<file path="src/rtl/johnson_seq_monitor_if.sv">
// Bundles the sample stream feeding johnson_seq_monitor and the decoded /
// status results it returns.
//   master : producer side (drives q_in, q_valid, err_clr; reads results)
//   slave  : monitor side  (reads q_in, q_valid, err_clr; drives results)
// Signals:
//   q_in       Johnson code from the counter
//   q_valid    q_in is sampled only when high
//   err_clr    synchronous clear of err_count
//   phase      one-hot decoded phase, zero when no legal code is held
//   phase_idx  binary phase index
//   illegal    pulse: sampled code is not a Johnson code
//   step_err   pulse: legal code that is not the previous index + 1
//   wrap       pulse: correct step from the last index back to 0
//   locked     level: sequence tracked and verified
//   err_count  saturating count of illegal + step_err events
interface johnson_seq_monitor_if #(
  parameter int WIDTH = 4,
  parameter int ERR_W = 8
);
  localparam int PH_W  = 2 * WIDTH;
  localparam int IDX_W = $clog2(2 * WIDTH);

  logic [WIDTH-1:0] q_in;
  logic             q_valid;
  logic             err_clr;
  logic [PH_W-1:0]  phase;
  logic [IDX_W-1:0] phase_idx;
  logic             illegal;
  logic             step_err;
  logic             wrap;
  logic             locked;
  logic [ERR_W-1:0] err_count;

  modport master (
    output q_in, q_valid, err_clr,
    input  phase, phase_idx, illegal, step_err, wrap, locked, err_count
  );

  modport slave (
    input  q_in, q_valid, err_clr,
    output phase, phase_idx, illegal, step_err, wrap, locked, err_count
  );
endinterface

</file>
<file path="src/rtl/johnson_seq_monitor.sv">
// Downstream monitor for a Johnson counter output. Each valid sample is
// decoded to a one-hot phase and a binary index, checked for legality and
// for stepping exactly one phase forward, and used to drive a small
// NOREF/TRACK/LOCKED tracker plus a saturating error counter. All outputs
// are registered and reflect the sample taken on the previous valid edge.
// Ports:
//   clk  rising-edge clock
//   rst  synchronous active-high reset
//   bus  johnson_seq_monitor_if slave modport (sample in, results out)
module johnson_seq_monitor #(
  parameter int WIDTH    = 4,
  parameter int LOCK_CNT = 3,
  parameter int ERR_W    = 8
) (
  input logic               clk,
  input logic               rst,
  johnson_seq_monitor_if.slave bus
);
  localparam int PH_W  = 2 * WIDTH;
  localparam int IDX_W = $clog2(2 * WIDTH);
  localparam int GC_W  = $clog2(LOCK_CNT + 1);
  localparam logic [IDX_W-1:0] LAST_IDX = IDX_W'(2 * WIDTH - 1);

  typedef enum logic [1:0] {NOREF, TRACK, LOCKED} state_t;

  // Returns {legal, idx}. Codes with k ones packed against the MSB map to
  // idx k (k=0..WIDTH); k ones packed against the LSB map to idx 2W-k.
  function automatic logic [IDX_W:0] decode(input logic [WIDTH-1:0] code);
    logic [IDX_W:0]   res;
    logic [WIDTH-1:0] all_ones;
    logic [WIDTH-1:0] pat;
    res      = '0;
    all_ones = '1;
    for (int k = 0; k <= WIDTH; k++) begin
      pat = ~(all_ones >> k);
      if (code == pat) res = {1'b1, IDX_W'(k)};
    end
    for (int k = 1; k < WIDTH; k++) begin
      pat = all_ones >> (WIDTH - k);
      if (code == pat) res = {1'b1, IDX_W'(2 * WIDTH - k)};
    end
    return res;
  endfunction

  function automatic logic [ERR_W-1:0] sat_inc(input logic [ERR_W-1:0] cnt);
    return (cnt == '1) ? cnt : cnt + 1'b1;
  endfunction

  state_t           state_p1;
  logic [IDX_W-1:0] ref_idx_p1;
  logic [GC_W-1:0]  good_cnt_p1;

  logic             legal_p0;
  logic [IDX_W-1:0] idx_p0;
  logic [IDX_W-1:0] next_ref_p0;
  logic             step_ok_p0;
  logic             ev_illegal_p0;
  logic             ev_step_p0;
  logic             ev_wrap_p0;

  // Stage p0: decode and classify the incoming sample against the held reference
  always_comb begin
    {legal_p0, idx_p0} = decode(bus.q_in);
    next_ref_p0   = (ref_idx_p1 == LAST_IDX) ? '0 : ref_idx_p1 + 1'b1;
    step_ok_p0    = (idx_p0 == next_ref_p0);
    ev_illegal_p0 = bus.q_valid && !legal_p0;
    ev_step_p0    = bus.q_valid && legal_p0 && (state_p1 != NOREF) && !step_ok_p0;
    ev_wrap_p0    = bus.q_valid && legal_p0 && (state_p1 != NOREF) && step_ok_p0 &&
                    (ref_idx_p1 == LAST_IDX) && (idx_p0 == '0);
  end

  // Stage p1: tracker state and registered outputs
  always_ff @(posedge clk) begin
    if (rst) begin
      state_p1      <= NOREF;
      ref_idx_p1    <= '0;
      good_cnt_p1   <= '0;
      bus.phase     <= '0;
      bus.phase_idx <= '0;
      bus.illegal   <= 1'b0;
      bus.step_err  <= 1'b0;
      bus.wrap      <= 1'b0;
      bus.locked    <= 1'b0;
      bus.err_count <= '0;
    end else begin
      bus.illegal  <= ev_illegal_p0;
      bus.step_err <= ev_step_p0;
      bus.wrap     <= ev_wrap_p0;

      if (bus.q_valid) begin
        if (!legal_p0) begin
          // phase_idx deliberately keeps the last legal index
          bus.phase   <= '0;
          bus.locked  <= 1'b0;
          state_p1    <= NOREF;
          good_cnt_p1 <= '0;
        end else begin
          bus.phase     <= PH_W'(1) << idx_p0;
          bus.phase_idx <= idx_p0;
          ref_idx_p1    <= idx_p0;
          case (state_p1)
            NOREF: begin
              good_cnt_p1 <= '0;
              state_p1    <= TRACK;
            end
            TRACK: begin
              if (step_ok_p0) begin
                good_cnt_p1 <= good_cnt_p1 + 1'b1;
                if (int'(good_cnt_p1) + 1 >= LOCK_CNT) begin
                  state_p1   <= LOCKED;
                  bus.locked <= 1'b1;
                end
              end else begin
                good_cnt_p1 <= '0;
              end
            end
            LOCKED: begin
              if (!step_ok_p0) begin
                state_p1    <= TRACK;
                good_cnt_p1 <= '0;
                bus.locked  <= 1'b0;
              end
            end
            default: begin
              state_p1    <= NOREF;
              good_cnt_p1 <= '0;
              bus.locked  <= 1'b0;
            end
          endcase
        end
      end

      // A clear coinciding with a new event leaves that event counted
      if (bus.err_clr) begin
        bus.err_count <= (ev_illegal_p0 || ev_step_p0) ? ERR_W'(1) : '0;
      end else if (ev_illegal_p0 || ev_step_p0) begin
        bus.err_count <= sat_inc(bus.err_count);
      end
    end
  end
endmodule

</file>
<file path="src/flat_wrapper.sv">
// flat-port wrapper written by rule: the top's interface ports become plain ports
module johnson_seq_monitor_flat 
#(
  parameter int WIDTH    = 4,
  parameter int LOCK_CNT = 3,
  parameter int ERR_W    = 8
)
  (clk, rst, bus_q_in, bus_q_valid, bus_err_clr, bus_phase, bus_phase_idx, bus_illegal, bus_step_err, bus_wrap, bus_locked, bus_err_count);
  johnson_seq_monitor_if #(.WIDTH(WIDTH), .ERR_W(ERR_W)) bus_i ();
  input logic clk;
  input logic rst;
  input wire logic [$bits(bus_i.q_in)-1:0] bus_q_in;
  input wire logic [$bits(bus_i.q_valid)-1:0] bus_q_valid;
  input wire logic [$bits(bus_i.err_clr)-1:0] bus_err_clr;
  output wire logic [$bits(bus_i.phase)-1:0] bus_phase;
  output wire logic [$bits(bus_i.phase_idx)-1:0] bus_phase_idx;
  output wire logic [$bits(bus_i.illegal)-1:0] bus_illegal;
  output wire logic [$bits(bus_i.step_err)-1:0] bus_step_err;
  output wire logic [$bits(bus_i.wrap)-1:0] bus_wrap;
  output wire logic [$bits(bus_i.locked)-1:0] bus_locked;
  output wire logic [$bits(bus_i.err_count)-1:0] bus_err_count;
  assign bus_i.q_in = bus_q_in;
  assign bus_i.q_valid = bus_q_valid;
  assign bus_i.err_clr = bus_err_clr;
  assign bus_phase = bus_i.phase;
  assign bus_phase_idx = bus_i.phase_idx;
  assign bus_illegal = bus_i.illegal;
  assign bus_step_err = bus_i.step_err;
  assign bus_wrap = bus_i.wrap;
  assign bus_locked = bus_i.locked;
  assign bus_err_count = bus_i.err_count;
  johnson_seq_monitor #(.WIDTH(WIDTH), .LOCK_CNT(LOCK_CNT), .ERR_W(ERR_W)) u_core (.clk(clk), .rst(rst), .bus(bus_i));
endmodule
</file>
<file path="config.mk">
export PLATFORM = sky130hd
export DESIGN_NAME = johnson_seq_monitor_flat
export DESIGN_NICKNAME = d
export VERILOG_FILES = /design/src/rtl/johnson_seq_monitor_if.sv /design/src/rtl/johnson_seq_monitor.sv /design/src/flat_wrapper.sv
export SDC_FILE = /design/constraint.sdc
export NUM_CORES = 1
export LEC_CHECK = 0
export CORE_MARGIN = 4
export CORE_UTILIZATION = 35
export CTS_CLUSTER_SIZE = 25
export DETAILED_ROUTE_END_ITERATION = 8
export DONT_BUFFER_PORTS = 1
export PLACE_DENSITY_LB_ADDON = 0.15
export SKIP_CTS_REPAIR_TIMING = 1
export SLEW_MARGIN = 40
export SYNTH_ARGS = -nofsm -noshare
export SYNTH_HDL_FRONTEND = slang
export SYNTH_SLANG_ARGS = --single-unit
</file>
<file path="constraint.sdc">
create_clock -name clk -period 3.05 [get_ports clk]
set_input_delay 0.61 -clock clk [delete_from_list [all_inputs] [get_ports clk]]
set_output_delay 0.61 -clock clk [all_outputs]
set_load 0.005 [all_outputs]
</file>
==> impl_metrics.ini, run 1 <==
[pwr]
p_leak_uw = 0.000572
power_density_nw_per_um2 = 417
power.ir.vdd_worst_mv = 0.157
fin_total_pwr_uw = 671

[timing]
hold_violations = 0
finalSetupViolCount = 0
slew-limit-headroom_pct = 74.1
slew_viol_final = 0
fin_worst_skew_ps = 1.48
clock.fmax_mhz = 456
worstMarginPinSlew_ps = 386
setup_repair_after_global_routing_missed_its_margin = false
final.setup.tns_ps = 0
final_critical_period_ps = 2190
min_period_over_period_pct = 71.9

[worst_setup_path]
timing.critical_path.to_type = register
critPathTopFamily = compound AO/OA/AOI/OAI gates
critical_path_arrival_ps = 2380
worst_ep_required_time_ps = 3230
crit_path_frequent_cell = sky130_fd_sc_hd__ha_1
worstSetupPathDepth = 8
cp_num_buf_inv = 0
worst_r2r_path_depth = 8
critical-path-slowest-cell = sky130_fd_sc_hd__a2111o_1
crit_chain = ha_1 -> ha_1 -> nand2b_1 -> or3_1 -> nand4b_2 -> o21ai_2 -> a2111o_1 -> o211a_1
critPathKind = register to register
worstPathMaxFanout = 8
worst_path_largest_cell_delay_ps = 430
worstSetupStartpointType = register

[final_layout]
antennaDiodeCount = 0
multiInputGateArea_sq_um = 932
fin_nets = 192
seqCellArea_sq_um = 541
nFillCells = 443
area.growth.synth_to_final_pct = 4.12
final_layout_size_suffix_gt1_share_pct = 11.8
design_area_sq_um = 1610

[synthesis]
synth.most_common_cell = sky130_fd_sc_hd__dfxtp_1
ys_async_sr_fraction_pct = 0
count_of_yosys_warnings_during_synthesis = 0
netlist_area_sq_um = 1550
synth_cells = 181
synth_seq_area_share_pct = 34.9
synth_edf_count = 0
yosysTopAreaCell = sky130_fd_sc_hd__dfxtp_1
synth.avg_cell_area_sq_um = 8.55
share_of_the_synthesized_area_in_the_top_cell_type_pct = 34.9
synth_commonest_cells = sky130_fd_sc_hd__dfxtp_1 (27), sky130_fd_sc_hd__nor2_1 (24), sky130_fd_sc_hd__nand2_1 (17)
synth.distinct_cells = 54
yosys-top-cells-area = sky130_fd_sc_hd__dfxtp_1 (35%), sky130_fd_sc_hd__nor2_1 (5.8%), sky130_fd_sc_hd__a21oi_1 (5.2%)
ys_seq_elements = 27
synth.net_count = 194
synth_top_flop_cell = sky130_fd_sc_hd__dfxtp_1

[status]
run_status = finished, final reports clean

[hold_path]
hold_depth = 1
min_path_type = primary input to register

[clock_tree]
root_buffer = sky130_fd_sc_hd__clkbuf_8
clkSinkCount = 27
clkLatencyLatePin_ps = 280
worst_setup_hold_path_clk_slew_ps = 90
cts_max_path_buffers = 2
cts_buffers = 3
tritoncts = yes
htreeDepth = 1

[floorplan]
die_height_microns = 74.5
start_util_pct = 37.3
fp-row-count = 23
io_pins = 31
chipWidth_microns = 74.5
die_area_sq_um = 5550
core_sq_um = 4140

[placed_design]
postPlaceCellArea_sq_um = 1570
gp_routability_congestion = 0.808
post_detailed_placement_half_perimeter_wirelength_mm = 2.59
port-buffer-count = 0

[global_route]
antenna_violations_before_repair = 0
global_route_wire_length_before_repair_mm = 5.78
grt_start_max_net_pins = 27
globalRouteOverflowTotal = 0
groute.usage.overall_pct = 13.2
vias_in_the_first_global_route = 1210

[drt]
vias_per_cell = 5.52
drt_wl_total_mm = 3.42
average_wire_per_standard_cell_microns = 15.0
drtAntennaViolNets = 0
drt_iter0_markers = 40
vias = 1259
route.detailed.drc = 0
dr.pass1.iters = 4

[run]
max_cap_viol_count = 0
## final timing paths
check,from,end,slack [ps]
worst max-delay path,u_core.ref_idx_p1[0]$_SDFFE_PP0P_,u_core.bus.err_count[6]$_SDFFE_PP0P_,860
worst min-delay path,rst,u_core.state_p1[1]$_SDFFE_PP0P_,390
worst max register to register,u_core.ref_idx_p1[0]$_SDFFE_PP0P_,u_core.bus.err_count[6]$_SDFFE_PP0P_,860
worst min register to register,u_core.bus.phase[1]$_SDFFE_PP0P_,u_core.bus.phase[1]$_SDFFE_PP0P_,490
## flip-flops by register name, indices dropped and copies added (netlist names)
register / count
u_core.good_cnt_p1: 2
u_core.bus.phase: 8
u_core.ref_idx_p1: 3
u_core.bus.locked: 1
u_core.state_p1: 2
u_core.bus.illegal: 1
u_core.bus.wrap: 1
u_core.bus.err_count: 8
u_core.bus.step_err: 1
## cell type report
| type | instances | share of cell area, % |
|---|---|---|
| Inverter | 6 | 1.40 |
| Sequential cell | 27 | 33.5 |
| Clock buffer | 3 | 2.56 |
| Timing Repair Buffer | 1 | 0.466 |
| Multi-Input combinational cell | 140 | 57.8 |
| Tap cell | 50 | 3.88 |
| Clock inverter | 1 | 0.311 |
## power breakdown
| part | total [uW] | switching [uW] | internal, uW |
|---|---|---|---|
| combinational | 89.5 | 50.7 | 38.8 |
| sequential | 371 | 9.91 | 361 |
| clock | 211 | 119 | 91.9 |
## layer usage
metal  up-vias  track usage (%)  routed length [microns]
met5         -                0                        0
met4         0             4.15                       44
met3         6             4.59                      218
met2        18             20.6                     1580
met1       586             17.1                     1580
li1        649                -                        -
## kinds of logic after synthesis
logic type | share of synthesized area (%)
buf+inv | 4.85
compound gates | 20.0
simple gates | 29.4
flops | 34.9
mux | 4.53
fa+ha+maj | 4.04
xor+xnor | 2.18
## through the flow
stage	hold WS, ps	cells	worst slack, ps	util [%]
floorplan	447	181	856	-
global placement	464	224	905	37.8
detailed placement	472	224	867	37.8
CTS	382	228	854	38.9
global route	363	228	697	38.9
finish	386	228	856	38.9
## cells in the final DEF, fill, tap and decap left out, drive strengths merged, types with 2 or more instances in the layout
cell / count
a21oi: 16
nand4: 3
dfxtp: 27
a311oi: 2
o21ai: 6
nand2b: 4
nand2: 17
o31ai: 4
mux2: 2
nor3: 5
mux2i: 4
a211oi: 4
nor2b: 4
nand3b: 2
xor2: 2
clkbuf: 3
o211a: 2
or3: 6
inv: 5
clkinv: 2
nor2: 25
or2: 2
ha: 5
nand3: 5
o32ai: 2
(Power assumes the default switching activity.)
==> run 2, diff against run 1 <==
- clock period: 3.05 -> 1.75 ns (I/O delays scaled with it)
==> impl_metrics.ini, run 2 (same netlist as run 1, synthesis figures left out) <==
[floorplan]
start_util_pct = 37.3
fp-row-count = 23
die_area_sq_um = 5550
chipWidth_microns = 74.5
io_pins = 31
die_height_microns = 74.5
core_sq_um = 4140

[final_layout]
registers_with_the_most_flip_flops = u_core.bus.err_count (8), u_core.bus.phase (8), u_core.ref_idx_p1 (3)
design_area_sq_um = 1850
antennaDiodeCount = 0
multiInputGateArea_sq_um = 1040
area.growth.synth_to_final_pct = 19.4
seqCellArea_sq_um = 543
fin_nets = 209
final_layout_size_suffix_gt1_share_pct = 25.6
mostFrequentLayoutCells = sky130_fd_sc_hd__dfxtp_1 (25), sky130_fd_sc_hd__nor2_1 (24), sky130_fd_sc_hd__buf_4 (18)
nFillCells = 435
final_common_cell = sky130_fd_sc_hd__dfxtp_1

[placed_design]
dpl_worst_slack_ps = -224
postPlaceCellArea_sq_um = 1770
post_detailed_placement_half_perimeter_wirelength_mm = 2.78
gp_routability_congestion = 0.816
port-buffer-count = 0

[clock_tree]
worst_setup_hold_path_clk_slew_ps = 100
clkSinkCount = 27
cts_buffers = 3
tritoncts = yes
cts_max_path_buffers = 2
htreeDepth = 1
clkLatencyLatePin_ps = 280
root_buffer = sky130_fd_sc_hd__clkbuf_8

[drt]
routed_met2_length_mm = 1.78
route.detailed.drc = 0
drt_iter0_markers = 35
vias = 1345
wl_met3_microns = 238
average_wire_per_standard_cell_microns = 15.2
top_layer = met4
drtAntennaViolNets = 0
vias_per_cell = 5.49
dr.pass1.iters = 4
sum_of_routed_wire_segments_on_met1_mm = 1.67
drt_wl_total_mm = 3.74

[timing]
worstMarginPinSlew_ps = 486
hold_violations = 0
clock.fmax_mhz = 497
whs_ps = 123
final_critical_period_ps = 2010
fin_worst_skew_ps = 2.58
final_critical_path_setup_slack_ps = -263
final.setup.tns_ps = -1870
finalSetupViolCount = 14
slew-limit-headroom_pct = 67.4
min_period_over_period_pct = 115
slew_viol_final = 0
setup_repair_after_global_routing_missed_its_margin = true

[global_route]
global_route_wire_length_before_repair_mm = 6.34
grt_start_max_net_pins = 27
groute.usage.overall_pct = 14.4
antenna_violations_before_repair = 0
globalRouteOverflowTotal = 0
vias_in_the_first_global_route = 1403

[worst_setup_path]
cp_num_buf_inv = 0
worst_ep_required_time_ps = 1930
worst_r2r_path_depth = 8
worstSetupPathDepth = 8
timing.rr.end = u_core.bus.err_count[6]$_SDFFE_PP0P_
crit_path_frequent_cell = sky130_fd_sc_hd__ha_4
crit_chain = ha_4 -> ha_4 -> nand2b_4 -> or3_4 -> nand4b_4 -> o21ai_4 -> a2111o_1 -> o211a_1
worst_path_largest_cell_delay_ps = 410
worst-r2r-setup-slack_ps = -260
timing.critical_path.to_type = register
critPathTopFamily = compound AO/OA/AOI/OAI gates
critical_path_arrival_ps = 2190
critPathKind = register to register
critical-path-slowest-cell = sky130_fd_sc_hd__a2111o_1
worstSetupStartpointType = register
crit_path_start = u_core.ref_idx_p1[0]$_SDFFE_PP0P_
rr_startpoint = u_core.ref_idx_p1[0]$_SDFFE_PP0P_
worstPathMaxFanout = 7

[hold_path]
min_path_type = primary input to register
hold_depth = 1
worst_hold_startpoint = rst
hold_end = u_core.bus.locked$_SDFFE_PP0P_

[status]
run_status = finished with violations
violations = setup timing

[pwr]
p_leak_uw = 0.000670
power_density_nw_per_um2 = 674
power.ir.vdd_worst_mv = 0.287

[run]
max_cap_viol_count = 0
## run 2: cell type report
cell class / count / share of cell area, %
Clock buffer: 3 / 2.23
Multi-Input combinational cell: 140 / 56.2
Timing Repair Buffer: 18 / 7.31
Clock inverter: 1 / 0.271
Tap cell: 50 / 3.39
Sequential cell: 27 / 29.4
Inverter: 6 / 1.22
## run 2: through the flow
stage	instances	power (uW)	utilization [%]
after floorplan	181	847	-
after global placement	241	886	42.8
after detailed placement	241	890	42.8
after CTS	245	1250	43.9
after global routing	245	1310	44.6
final	245	1250	44.6
## run 2: where the power goes
part | leakage (uW) | switching (uW) | internal (uW)
logic | 0.000425 | 117 | 118
clock network | 0.0000255 | 204 | 160
registers | 0.000220 | 15.9 | 630
total | 0.000670 | 337 | 908
## run 2: how the worst max path moves through the flow
stage                                                      end  slack [ps]
after floorplan           u_core.bus.err_count[6]$_SDFFE_PP0P_        -170
after global placement    u_core.bus.err_count[6]$_SDFFE_PP0P_        -180
after detailed placement  u_core.bus.err_count[6]$_SDFFE_PP0P_        -220
after CTS                 u_core.bus.err_count[6]$_SDFFE_PP0P_        -260
after global routing      u_core.bus.err_count[6]$_SDFFE_PP0P_        -330
final                     u_core.bus.err_count[6]$_SDFFE_PP0P_        -260
## run 2: metal layers
metal	global-route usage, %	vias to the layer above
met3	3.65	5
met4	4.15	0
met2	23.4	28
met5	0	-
met1	18.8	632
li1	-	680
